`config.mk`:
```
export PLATFORM = sky130hd
export DESIGN_NAME = bp_cfg_load_sequencer
export DESIGN_NICKNAME = d
export VERILOG_FILES = /design/src/rtl/bp_cfg_load_sequencer.sv
export SDC_FILE = /design/constraint.sdc
export NUM_CORES = 1
export LEC_CHECK = 0
export ABC_AREA = 1
export CAP_MARGIN = 20
export CELL_PAD_IN_SITES_DETAIL_PLACEMENT = 1
export CELL_PAD_IN_SITES_GLOBAL_PLACEMENT = 2
export CORE_MARGIN = 8
export CORE_UTILIZATION = 16
export DETAILED_ROUTE_END_ITERATION = 8
export GPL_TIMING_DRIVEN = 1
export PLACE_DENSITY = 0.95
export SYNTH_ARGS = -nofsm -noshare
export SYNTH_HDL_FRONTEND = slang
export SYNTH_SLANG_ARGS = --single-unit
```
`constraint.sdc`:
```
create_clock -name clk_i -period 3.8 [get_ports clk_i]
set_clock_uncertainty 0.2 [all_clocks]
set_input_delay 0.76 -clock clk_i [delete_from_list [all_inputs] [get_ports clk_i]]
set_output_delay 0.76 -clock clk_i [all_outputs]
set_load 0.1 [all_outputs]
```
`src/rtl/bp_cfg_load_sequencer.sv`:
```
// bp_cfg_load_sequencer: walks every core's config words from a caller lookup onto a valid/ready cfg bus,
// bracketing the load with freeze=1 / freeze=0 writes, in per-core or broadcast mode.
module bp_cfg_load_sequencer #(
    parameter int num_cores_p = 4,
    parameter int num_regs_p = 8,
    parameter int addr_width_p = 16,
    parameter int data_width_p = 64,
    parameter logic [addr_width_p-1:0] reg_base_addr_p = 'h10,
    parameter logic [addr_width_p-1:0] freeze_addr_p = 'h02,
    parameter int timeout_p = 1024,
    localparam int core_w = num_cores_p > 1 ? $clog2(num_cores_p) : 1,
    localparam int reg_w = num_regs_p > 1 ? $clog2(num_regs_p) : 1
) (
    input  logic                    clk_i,
    input  logic                    reset_n_i,
    input  logic                    start_i,
    input  logic                    bcast_i,
    output logic                    busy_o,
    output logic                    done_o,
    output logic                    err_o,
    output logic [core_w-1:0]       rom_core_o,
    output logic [reg_w-1:0]        rom_reg_o,
    input  logic [data_width_p-1:0] rom_data_i,
    output logic                    cfg_v_o,
    input  logic                    cfg_ready_i,
    output logic [core_w-1:0]       cfg_core_o,
    output logic                    cfg_bcast_o,
    output logic [addr_width_p-1:0] cfg_addr_o,
    output logic [data_width_p-1:0] cfg_data_o
);
    localparam int stall_w = timeout_p > 0 ? $clog2(timeout_p + 1) : 1;

    typedef enum logic [2:0] {IDLE, FREEZE, LOAD, UNFREEZE, DONE, ERROR} state_e;

    state_e state_q, state_d;
    logic [core_w-1:0] core_q, core_d;
    logic [reg_w-1:0] reg_q, reg_d;
    logic [stall_w-1:0] stall_q;
    logic bcast_q, err_q;
    logic accept, xfer, stalling, timeout_hit, last_core, last_reg;

    assign accept = state_q == IDLE && start_i;
    assign xfer = cfg_v_o && cfg_ready_i;
    assign stalling = cfg_v_o && !cfg_ready_i;
    assign timeout_hit = timeout_p != 0 && stalling && stall_q == stall_w'(timeout_p - 1);
    // Broadcast mode walks only core 0, so it is always on its last core.
    assign last_core = bcast_q || core_q == core_w'(num_cores_p - 1);
    assign last_reg = reg_q == reg_w'(num_regs_p - 1);

    always_ff @(posedge clk_i or negedge reset_n_i) begin
        if (!reset_n_i) begin
            state_q <= IDLE;
            core_q <= '0;
            reg_q <= '0;
            stall_q <= '0;
            bcast_q <= 1'b0;
            err_q <= 1'b0;
        end else begin
            state_q <= state_d;
            core_q <= core_d;
            reg_q <= reg_d;
            stall_q <= (timeout_p != 0 && stalling) ? stall_q + stall_w'(1) : '0;
            if (accept) bcast_q <= bcast_i;
            if (accept) err_q <= 1'b0;
            else if (timeout_hit) err_q <= 1'b1;
        end
    end

    always_comb begin
        state_d = state_q;
        core_d = core_q;
        reg_d = reg_q;
        case (state_q)
            IDLE: begin
                if (start_i) begin
                    state_d = FREEZE;
                    core_d = '0;
                    reg_d = '0;
                end
            end
            FREEZE: begin
                if (xfer) begin
                    state_d = last_core ? LOAD : FREEZE;
                    core_d = last_core ? '0 : core_q + core_w'(1);
                end
            end
            LOAD: begin
                if (xfer) begin
                    reg_d = last_reg ? '0 : reg_q + reg_w'(1);
                    if (last_reg) begin
                        state_d = last_core ? UNFREEZE : LOAD;
                        core_d = last_core ? '0 : core_q + core_w'(1);
                    end
                end
            end
            UNFREEZE: begin
                if (xfer) begin
                    state_d = last_core ? DONE : UNFREEZE;
                    core_d = last_core ? '0 : core_q + core_w'(1);
                end
            end
            default: state_d = IDLE;
        endcase
        // Abort drops valid without the closing freeze=0 writes.
        if (timeout_hit) begin
            state_d = ERROR;
            core_d = '0;
            reg_d = '0;
        end
    end

    assign busy_o = state_q != IDLE;
    assign done_o = state_q == DONE;
    assign err_o = err_q;
    assign cfg_v_o = state_q == FREEZE || state_q == LOAD || state_q == UNFREEZE;
    assign cfg_bcast_o = cfg_v_o && bcast_q;
    assign cfg_core_o = (cfg_v_o && !bcast_q) ? core_q : '0;
    assign cfg_addr_o = state_q == LOAD ? reg_base_addr_p + addr_width_p'(reg_q)
                      : cfg_v_o ? freeze_addr_p : '0;
    // rom_data_i is only looked at in LOAD so an undriven lookup cannot leak onto the bus.
    assign cfg_data_o = state_q == LOAD ? rom_data_i : data_width_p'(state_q == FREEZE);
    assign rom_core_o = core_q;
    assign rom_reg_o = reg_q;
endmodule
```
* Yosys cells after proc, flatten, opt, wreduce, memory -nomap -nowiden
Index checks and enable logic that the tools add are counted.
** Word-level totals
- Logic and storage cells :: 72
- Bits of input ports :: 69
- Register bits :: 21
** Cells by class
- Equality and inequality tests :: 13
- Add/sub/neg operators :: 4
- Reduce and logical (&&, ||, !) cells :: 20
- Mux-type cells :: 29
** Operators with widths (count)
- 2-to-1 mux 64 bit :: 1
- 2-to-1 mux 3 bit :: 11
- 2-to-1 mux 2 bit :: 9
- inequality test 3 bit (second input constant) :: 5
- case mux 3 bit (4 select lines) :: 1
- adder 11 x 1 -> 11 bit (second input constant) :: 1
- == test 11 x 10 -> 1 bit (second input constant) :: 1
- 2-to-1 mux 11 bit :: 1
- AND reduction 5 bit :: 2
- adder 5 x 3 -> 6 bit (first input constant) :: 1
- == test 3 x 2 -> 1 bit (second input constant) :: 2
- == test 3 bit (second input constant) :: 2
- logical AND 1 bit :: 6
- 2-to-1 mux 6 bit :: 1
- case mux 2 bit (3 select lines) :: 1
- case mux 3 bit (2 select lines) :: 1
- nonzero test 3 bit :: 2
- nonzero test 4 bit :: 1
- adder 3 x 1 -> 3 bit (second input constant) :: 1
- == test 3 x 1 -> 1 bit (second input constant) :: 1
- logical NOT 3 bit :: 1
- logical OR 1 bit :: 3
- 2-to-1 mux 1 bit :: 3
- inequality test 3 x 1 -> 1 bit (second input constant) :: 1
- 6 further kinds :: 7

* Logic depth before layout (Yosys ltp)
- Depth in word-level cells :: 7
- Mapped depth :: 9
- Mapped depth without buffers :: 9

* Worst setup path before layout
Ideal clock, no wire load.
- Path kind :: reg-to-output
- From :: reg state_q[2]
- To :: out cfg_data_o[13]
- Arrival time :: 2850 ps
- Cell stages (with the launch flop) :: 8
- Path buffers :: 2
- Setup slack :: -10 ps
- Cells stage by stage :: dfrtp_1 inv_4 nand2_2 nor2_4 inv_4 buf_6 buf_6 nor2_1
** On the way
- Longest elaborated chain between the ends :: 2
** RTL lines
- start, declared :: line 35 : state_e state_q, state_d;
- start signal, assigned :: line 59 : state_q <= state_d;
- == test 3 x 2 -> 1 bit :: line 121 : assign cfg_data_o = state_q == LOAD ? rom_data_i : data_width_p'(state_q == FREEZE);
- 2-to-1 mux 64 bit :: line 121
- end, declared :: line 29 : output logic [data_width_p-1:0] cfg_data_o
No other way between the ends.

* Worst setup path after layout
- From :: reg state_q[2]
- To :: out cfg_data_o[47]
The elaborated chain is that of the path after synthesis.

==> metrics.txt <==
CP cell instances inv_4, nand2_2, nor2_4, inv_4, nor2_1, buf_4; CP Class reg2out; hold buffers post-CTS 0; wire length per cell approximately 13 µm; cts repair resizes 0; TritonRoute pass-1 iters 4; Gate power share slightly above 80%; Ant. Diodes 0; CP peak stage delay between 0.5 and 0.6 ns; Post-route DRC 0; layout cell share with drive strength beyond 1 between 20% and 30%; total number of vias approximately 2.3k; final setup vio count 0; post-synth top area cell dfrtp_1; Max Cap Viol 0; post-CTS setup buffer count 0; GRT Util Overall 9.36%; Post-DP HPWL between 6000 and 7000 µm; Lkg Pwr around 1.9 nW; Final Hold Viols 0; clk sink count 21; run status complete, no violations; routed wire length between 7000 and 8000 µm; clock-pin slew on the worst setup and hold paths approximately 0.060 ns; Synth Cell Area approximately 2000 µm²; die area 16,000 µm²; H-tree depth 1; Arrival @ worst endpoint around 2.1 ns; worst skew pair latency approximately 0.26 ns; Hold Crit Class reg2reg; flops & latches, synth 21; Tot Pwr around 0.0028 W; Clk network pwr share about 8.2%; synth unique cells 26; clk buf depth 2; Flop pwr share between 10% and 20%; CP Capture Type output pin; vias in the first global route 2,342; post-layout net count between 500 and 600; port bufs ~150; first-pass GRT wire length 12,600 µm; Die Wd between 100 and 150 µm; non-filler cells, final 601; FILL cells between 1.5k and 2k; register area share after synthesis 26.9%; WP data required between 2 and 3 ns; I/O pin cnt approximately 160; Startpoint Class register; delay-heaviest family, CP buffers and inverters; grt total ovfl 0; Tmin final between 3 and 4 ns; RSZ-0062 raised after global routing no; Switch Pwr 0.00197 W; Yosys warnings 0; Synth Area per Inst around 6.3 µm²; WHS approximately 0.26 ns; cell mode on critical path inv_4; slowest CP cell dfrtp_1; slew of the pin with the lowest slew margin ~0.98 ns; final RePlAce weighted congestion 0.839; initial core utilization between 15 and 20%; Area Overhead vs Synth 74.1%; critical path buffer and inverter count 3; post-route ant nets 0; fmax approximately 330 MHz; Starting DRT DRC Count 40; Max VDD drop around 0.53 mV; CTS tree yes; pin count of the biggest net entering global routing between 60 and 70; CTS root buf clkbuf_16; Die Height between 100 and 150 µm; core area roughly 12,000 µm²; Rel. slew slack between 30 and 40%; largest cells by area after synthesis dfrtp_1 27%, inv_1 17%, nor2_1 13%, nor2_2 7.4%, nand2_1 6.0%; Via density 3.85; Max Transition Viols Final 0; initial antenna violation count 0; CTS Buf Count 3; Sw Ratio 69.7%; cells after synthesis 309; PwrDens between 800 and 900 nW/µm²; Synth top area share roughly 27%; Cell Int Power 0.000855 W; placed insts ~600; Max FO, Critical Path 67; FP Rows 40; fin crit share about four fifths
-- cell usage after synthesis, drive strengths merged --
cell and number:
or2 1, o21ai 11, a21oi 8, nand3 13
nor3 5, xor2 1, a31oi 1, dfrtp 21
conb 1, nand2 35, inv 92, buf 19
nor2 91, nand4 6, ha 4
-- stage by stage --
stage | util (%) | setup TNS, ns | setup WS (ns) | area, µm²
6_report | 28.5 | 0 | 0.766 | 3400
5_1_grt | 28.5 | 0 | 0.616 | 3400
4_1_cts | 28.3 | 0 | 0.733 | 3390
3_5_place_dp | 27.6 | 0 | 1.02 | 3310
3_3_place_gp | 27.6 | 0 | 1.07 | 3310
2_1_floorplan | - | -0.313 | -0.0104 | 2000
-- sequential cells by signal, summed over array words and instances, names as in the netlist --
name	flops
bcast_q	1
err_o	1
stall_q	11
state_q	3
rom_reg_o	3
rom_core_o	2
-- layer usage --
| layer | part of all wire (%) | vias to the layer above | track usage [%] |
|---|---|---|---|
| met1 | 44 | 1045 | 11.7 |
| met4 | 0.50 | 0 | 1.27 |
| met3 | 9.4 | 5 | 3.06 |
| li1 | - | 1157 | - |
| met5 | 0 | - | 0 |
| met2 | 46 | 106 | 15.6 |
-- kinds of logic (layout without fill, tap and decap cells) --
kind of cell / after synthesis / after routing / share of synthesized area [%]
buffers and inverters: 111 / 245 / 26.2
AOI/OAI and AO/OA: 20 / 20 / 6.91
adders and majority gates: 4 / 4 / 2.56
other: 1 / 12 / 0.192
and+or+nand+nor: 151 / 151 / 36.7
DFF: 21 / 21 / 26.9
xor gates and xnor gates: 1 / 1 / 0.448
-- power groups by stage --
stage               combinational, W  clock, W  sequential (W)
floorplan                    0.00174         0        0.000431
global placement             0.00226         0        0.000322
detailed placement           0.00229         0        0.000326
CTS                          0.00230  0.000238        0.000322
global route                 0.00239  0.000249        0.000327
finish                       0.00227  0.000231        0.000319
-- area by class of cell --
type / count / area, µm² / share of cell area (%)
clock inverter: 1 / 7.51 / 0.221
tap: 147 / 184 / 5.40
multi-input combinational: 188 / 957 / 28.1
sequential: 21 / 526 / 15.4
timing repair buffer: 149 / 1300 / 38.3
inverter: 92 / 350 / 10.3
clock buffer: 3 / 75.1 / 2.21
-- cells in the final DEF, fill, tap and decap left out, types with 2 or more instances in the layout --
cell,netlist,routed
clkbuf_16,0,3
ha_1,4,4
clkdlybuf4s50_1,0,71
buf_4,12,77
o21ai_2,3,3
a21oi_1,8,8
nand2_1,31,31
nor2_2,23,23
inv_1,90,90
nand2_4,2,2
nor3_1,5,5
nand3_2,2,2
nand2_2,2,2
conb_1,1,12
inv_4,2,2
dfrtp_1,21,21
nand4_1,6,6
nor2_1,66,66
o21ai_0,6,6
o21ai_4,2,2
nand3_1,11,11
-- worst paths after layout --
kind,cells past startpoint,endpoint,slack [ns],startpoint
worst max-delay path,6,cfg_data_o[47],0.77,state_q[2]
worst min-delay path,1,stall_q[0],0.26,stall_q[0]
worst max register to register,8,rom_reg_o[2],1.71,state_q[2]
worst min register to register,1,stall_q[0],0.26,stall_q[0]
max in group asynchronous,2,stall_q[10],2.35,reset_n_i
min in group asynchronous,1,rom_core_o[1],0.61,reset_n_i
Power figures use the tool's default switching activity.
